`config.mk`:
```
export PLATFORM = sky130hd
export DESIGN_NAME = hack_cpu_ctrl
export DESIGN_NICKNAME = d
export VERILOG_FILES = /design/src/rtl/hack_cpu_ctrl.sv
export SDC_FILE = /design/constraint.sdc
export NUM_CORES = 1
export LEC_CHECK = 0
export BUFFER_PORTS_ARGS = -buffer_cell sky130_fd_sc_hd__buf_4
export CORE_MARGIN = 5
export CORE_UTILIZATION = 51
export DETAILED_ROUTE_END_ITERATION = 8
export GPL_TIMING_DRIVEN = 0
export PLACE_DENSITY = 0.8
export SETUP_SLACK_MARGIN = 0.2
export SLEW_MARGIN = 20
export SYNTH_ARGS = -nofsm -noshare
export SYNTH_HDL_FRONTEND = slang
export SYNTH_SLANG_ARGS = --single-unit
```
`constraint.sdc`:
```
create_clock -name clk -period 1.7 [get_ports clk]
set_input_delay 0.085 -clock clk [delete_from_list [all_inputs] [get_ports clk]]
set_output_delay 0.085 -clock clk [all_outputs]
set_load 0.02 [all_outputs]
```
`src/rtl/hack_cpu_ctrl.sv`:
```
// Hack CPU control/register stage: fetches instructions, holds A/D/PC, drives the
// external combinational ALU and sequences data-memory reads and writes.
module hack_cpu_ctrl (
    input  logic        clk,
    input  logic        rst_n,
    output logic [14:0] instr_addr,
    input  logic        instr_valid,
    output logic        instr_ready,
    input  logic [15:0] instr,
    output logic        mem_req,
    output logic        mem_we,
    output logic [14:0] mem_addr,
    output logic [15:0] mem_wdata,
    input  logic        mem_ack,
    input  logic [15:0] mem_rdata,
    output logic [15:0] alu_x,
    output logic [15:0] alu_y,
    output logic        alu_zx,
    output logic        alu_nx,
    output logic        alu_zy,
    output logic        alu_ny,
    output logic        alu_f,
    output logic        alu_no,
    input  logic [15:0] alu_out,
    input  logic        alu_zr,
    input  logic        alu_ng,
    output logic [15:0] a_reg,
    output logic [15:0] d_reg,
    output logic        retire
);

    // Handshakes: an instruction transfers on a rising edge where instr_valid && instr_ready;
    // mem_req/mem_we/mem_addr/mem_wdata are held until the edge of the cycle with mem_ack high.
    typedef enum logic [1:0] {FETCH, RDM, EXEC, WRM} state_t;

    state_t      state;
    state_t      state_next;
    logic [15:0] ir;
    logic [15:0] mreg;
    logic [14:0] pc_inc;
    logic        ir_is_c;
    logic        dest_a;
    logic        dest_d;
    logic        dest_m;
    logic        jump_taken;
    logic        fetch_reads_m;

    assign ir_is_c       = ir[15];
    assign dest_a        = ir[5];
    assign dest_d        = ir[4];
    assign dest_m        = ir[3];
    assign pc_inc        = instr_addr + 15'd1;
    assign fetch_reads_m = instr[15] & instr[12];

    assign jump_taken = (ir[2] & alu_ng) | (ir[1] & alu_zr) | (ir[0] & ~alu_ng & ~alu_zr);

    assign alu_x  = d_reg;
    assign alu_y  = ir[12] ? mreg : a_reg;
    assign alu_zx = ir[11];
    assign alu_nx = ir[10];
    assign alu_zy = ir[9];
    assign alu_ny = ir[8];
    assign alu_f  = ir[7];
    assign alu_no = ir[6];

    always_ff @(posedge clk or negedge rst_n) begin
        if (!rst_n) begin
            state <= FETCH;
        end else begin
            state <= state_next;
        end
    end

    always_comb begin
        state_next  = state;
        instr_ready = 1'b0;
        retire      = 1'b0;
        case (state)
            FETCH: begin
                // Gated by rst_n so no transfer is advertised while reset is held.
                instr_ready = rst_n;
                if (instr_valid) begin
                    state_next = fetch_reads_m ? RDM : EXEC;
                end
            end
            RDM: begin
                if (mem_ack) begin
                    state_next = EXEC;
                end
            end
            EXEC: begin
                if (ir_is_c && dest_m) begin
                    state_next = WRM;
                end else begin
                    state_next = FETCH;
                    retire     = 1'b1;
                end
            end
            WRM: begin
                if (mem_ack) begin
                    state_next = FETCH;
                    retire     = 1'b1;
                end
            end
            default: state_next = FETCH;
        endcase
    end

    always_ff @(posedge clk or negedge rst_n) begin
        if (!rst_n) begin
            a_reg      <= '0;
            d_reg      <= '0;
            instr_addr <= '0;
            ir         <= '0;
            mreg       <= '0;
            mem_req    <= 1'b0;
            mem_we     <= 1'b0;
            mem_addr   <= '0;
            mem_wdata  <= '0;
        end else begin
            case (state)
                FETCH: begin
                    if (instr_valid) begin
                        ir <= instr;
                        if (fetch_reads_m) begin
                            mem_req  <= 1'b1;
                            mem_we   <= 1'b0;
                            mem_addr <= a_reg[14:0];
                        end
                    end
                end
                RDM: begin
                    if (mem_ack) begin
                        mreg    <= mem_rdata;
                        mem_req <= 1'b0;
                    end
                end
                EXEC: begin
                    if (!ir_is_c) begin
                        a_reg      <= {1'b0, ir[14:0]};
                        instr_addr <= pc_inc;
                    end else begin
                        if (dest_a) begin
                            a_reg <= alu_out;
                        end
                        if (dest_d) begin
                            d_reg <= alu_out;
                        end
                        // Jump target and store address both use A as it was before this edge.
                        instr_addr <= jump_taken ? a_reg[14:0] : pc_inc;
                        if (dest_m) begin
                            mem_req   <= 1'b1;
                            mem_we    <= 1'b1;
                            mem_addr  <= a_reg[14:0];
                            mem_wdata <= alu_out;
                        end
                    end
                end
                WRM: begin
                    if (mem_ack) begin
                        mem_req <= 1'b0;
                        mem_we  <= 1'b0;
                    end
                end
                default: ;
            endcase
        end
    end

endmodule

```
==> run summary <==
For this run, the post-layout net count is 810. The final period utilization works out to 1.023. For the final database, setup skew stands at 0.01165 ns.

The share of synthesized cell area in and, or, nand and nor gates is 0.09533, and the routed wirelength normalized by instance count is 28.50 um. Walking the worst path, the cells encountered are clkbuf_8 -> mux2_4 -> buf_6. The checks that failed: hold timing, setup timing. The H-tree generated during clock tree synthesis spans 4 levels. The fraction of the mapped netlist area in compound gates is 0.08114, and the power density of the placed cells is 2453 nW/um^2.

The run gives 1726 uV as the maximum vdd ir drop. The number of antenna diodes in the final layout is 0. The die is 112.7 um wide.

The first detailed-routing pass ran for 5 iterations. The synthesized design contains 114 register bits. The fraction of synthesized cell area taken by the top area cell type is 0.5301. For the net count after synthesis, the log shows 488. For the clock latency of the later-clocked register in the worst-skew pair, the log shows 0.54 ns.

The worst register-to-register path ends at mem_addr[9]. The part of the power in registers was 0.244. The port buffer count was 173; the last weighted congestion value of the routability-driven placer was 0.8841.

The share of power burned in the clock network came out at 0.154. Row generation in the floorplan step produced 37 rows. Xor/xnor share of the synthesized area: 0.

The maximum frequency from static timing analysis was 575.1 MHz. From synthesis to final layout, the design area changed by 78.35%. Synthesized-area fraction occupied by adder cells: 0.002325. After legalization and detailed placement, the total HPWL measured 10910 um.

The overall global routing resource usage was 0.3133. The data arrival at the endpoint of the critical path was 1.65 ns; the worst-margin pin slew was 0.6779 ns. The final hold slack is -0.4607 ns, and the count of warnings emitted by yosys is 0. For the number of global-route vias before repair, the log shows 5563.

The clock period minus worst slack was 1.739 ns. The share of flip-flops with an asynchronous set or reset after synthesis is 1.000, and the worst max-slew margin expressed relative to the limit is 0.5481. The count of nets left with antenna violations once routing finished came out at 0.

Measured in cells, the most critical reg-to-reg path has a length of 5. The count of vias placed by the detailed router came out at 5586. The standby leakage power is 4.638 nW, and the post-route non-filler standard cell count is 904.

After detailed routing, the number of remaining DRC violations is 0. The logs give 12710 um^2 for the floorplan die area and 0 for the initial antenna violation count. Final max-slew violation count: 0. In the synthesized netlist, the number of instances is 433. The startpoint identified for the worst register-to-register timing path is state[0]. Entering global routing, the biggest net connects 70 pins.

The largest family of logic cells by synthesized area is multiplexers. The core outline area is 10320 um^2. The logs give 595 for the number of DRC markers after the initial detailed-route iteration and 13.38 mW for the cell-internal power.

The starting density of the core is 0.5213, and the total of endpoints with negative setup slack in the final report is 12. Setup slack of the worst register-to-register path: 0.02 ns. The final design utilization is 0.9297. Among all flip-flop cells after synthesis, the most frequent one is dfrtp_1.

The post-placement cell count came out at 743. Root buffer cell: clkbuf_8. The number of different library cells used by synthesis comes to 53.

The first global-routing pass estimated 30950 um of wire. Cell at the slowest stage of the critical path: dfrtp_2. Counting instances in the post-synthesis netlist gives the leading cell types as 114 x dfrtp_1, 81 x mux2_2, 28 x a21oi_1.

TritonCTS built the clock tree. After global routing the overflow that remains totals 0. The mean instance size in the synthesized netlist is 12.43 um^2, and the switching part of the total is 0.4314. In this run the worst path has a maximum fanout of 5.

The logs give 114 for the number of clock sinks and 0.601 for the proportion of power drawn by combinational gates. The run gives 10.16 mW as the switching power. The tools report the smallest setup slack after layout as -0.03874 ns. By area the synthesized netlist is led by dfrtp_1 53%, mux2_2 17%, mux2i_1 4.1%. The worst setup path is captured at an output port.

The portion of netlist area occupied by mux cells is 0.2355. The sequential fraction of the synthesis area is 0.5301. The worst setup path is launched from a flop. Setup repair after global routing could not meet its margin everywhere. The number of buffers created by CTS was 17.

For the worst setup path, the data required time is 1.62 ns. The hold-fix buffer count after cts came out at 50. The die is 112.7 um tall. The final hold violation count was 86. The tools report the total wirelength of the detailed-routed design as 25760 um. The number of vias per cell is 6.179. The biggest area contributor in the post-synthesis netlist is dfrtp_1.

The fraction of final layout cells with drive strength greater than 1 works out to 0.6354. For this design the top-level I/O count stands at 174. For the final routed database, the setup TNS stands at -0.2859 ns. The most instantiated library cell after synthesis was dfrtp_1. Clock-pin slew was measured on the worst setup and hold paths at 0.06 ns. On the worst path, the slowest cell contributes a delay of 0.45 ns.

The synthesized design contains 0 enable-type register cells. The max-cap check violation count is 0, and the maximum buffer depth of the clock tree is 2. The path type of the worst min-delay path was input pin to asynchronous set/reset pin.

The flow ran to the end, but the final reports show violations. Total standard cell area after synthesis: 5381 um^2. The worst setup path is of the flop to output port kind.
repair_timing:
action | in CTS | in global routing
setup buffers | 46 | 26
endpoints found under the setup margin | 98 | 108
cloned | 4 | 3
resized for setup | 106 | 131
pin swaps | 15 | 31
endpoints found under the hold margin | 150 | 67
worst max path at each step:
stage,startpoint,to,slack (ns),depth (start not counted)
floorplan,state[1],mem_addr[10],0.17,4
global placement,rst_n,instr_ready,-0.07,3
detailed placement,state[0],mem_addr[5],-0.05,4
finish,ir[12],alu_y[2],-0.04,3
CTS,ir[12],alu_y[7],0.02,3
global route,ir[12],alu_y[10],-0.05,3
layout by cell type, fill, tap and decap left out, types with 3 or more instances in the layout:
| master | netlist | final |
|---|---|---|
| o21ai_0 | 13 | 5 |
| buf_6 | 3 | 46 |
| dlygate4sd3_1 | 0 | 50 |
| o21ai_1 | 2 | 3 |
| buf_4 | 21 | 221 |
| a21oi_1 | 28 | 22 |
| clkbuf_16 | 0 | 19 |
| nand2_4 | 0 | 3 |
| a21oi_4 | 1 | 3 |
| mux2i_1 | 22 | 21 |
| nand3_2 | 1 | 5 |
| clkinv_4 | 0 | 4 |
| mux2_4 | 9 | 67 |
| dfrtp_2 | 0 | 16 |
| a2bb2oi_1 | 5 | 5 |
| buf_8 | 0 | 6 |
| and3_1 | 5 | 4 |
| buf_12 | 0 | 9 |
| mux2_2 | 81 | 23 |
| nand4_1 | 3 | 3 |
| nand2b_1 | 4 | 3 |
| inv_1 | 10 | 10 |
| nor2_1 | 18 | 15 |
| nand3_4 | 1 | 3 |
| dfrtp_1 | 114 | 98 |
| and3_4 | 0 | 3 |
| o21ai_2 | 0 | 6 |
| clkinv_2 | 0 | 3 |
| a21oi_2 | 1 | 5 |
| or4_4 | 1 | 3 |
| clkbuf_8 | 0 | 5 |
| nand3_1 | 13 | 7 |
| nand2_1 | 20 | 15 |
metal layers:
layer	track usage	routed length, um	up-vias
li1	-	-	2203
met1	0.3662	9190	2773
met2	0.5383	12610	449
met3	0.07754	2178	161
met4	0.1530	1778	0
met5	0	0	-
logic make-up (layout without fill, tap and decap cells):
logic type | Yosys count | count (layout)
AOI/OAI and AO/OA | 68 | 68
adders and majority gates | 1 | 1
buffers and inverters | 49 | 384
DFF | 114 | 114
muxes | 112 | 112
and+or+nand+nor | 89 | 89
area by class of cell:
cell class	instances	area [um^2]
buffer	39	437.9
clock buffer	20	435.4
clock inverter	12	133.9
fill	289	725.7
inverter	10	37.54
multi-input combinational	270	2819
sequential	114	2873
tap	136	170.2
timing repair buffer	303	2691
critical path, delay by kind of cell (launching register included):
| kind | cells | cell delay, ns |
|---|---|---|
| mux | 1 | 0.32 |
| flops | 1 | 0.45 |
| buf+inv | 2 | 0.35 |
power by group through the flow:
| stage | sequential (mW) | clock, mW | combinational, mW |
|---|---|---|---|
| final | 5.76 | 3.63 | 14.2 |
| after floorplan | 6.31 | 0 | 4.60 |
| after global routing | 5.85 | 3.70 | 14.5 |
| after detailed placement | 5.40 | 0 | 9.31 |
| after global placement | 5.32 | 0 | 9.16 |
| after CTS | 5.36 | 3.48 | 11.4 |
stage by stage:
step / area, um^2 / hold slack, ns / setup WS, ns / total power [mW]
2_1_floorplan: 5414 / -0.2106 / 0.1684 / 10.91
3_3_place_gp: 6883 / 0.2908 / -0.07105 / 14.48
5_1_grt: 9598 / -0.4127 / -0.04527 / 24.08
4_1_cts: 8775 / -0.4177 / 0.01787 / 20.24
6_report: 9598 / -0.4607 / -0.03874 / 23.54
3_5_place_dp: 6914 / 0.1347 / -0.05358 / 14.71
(Power assumes the default switching activity.)
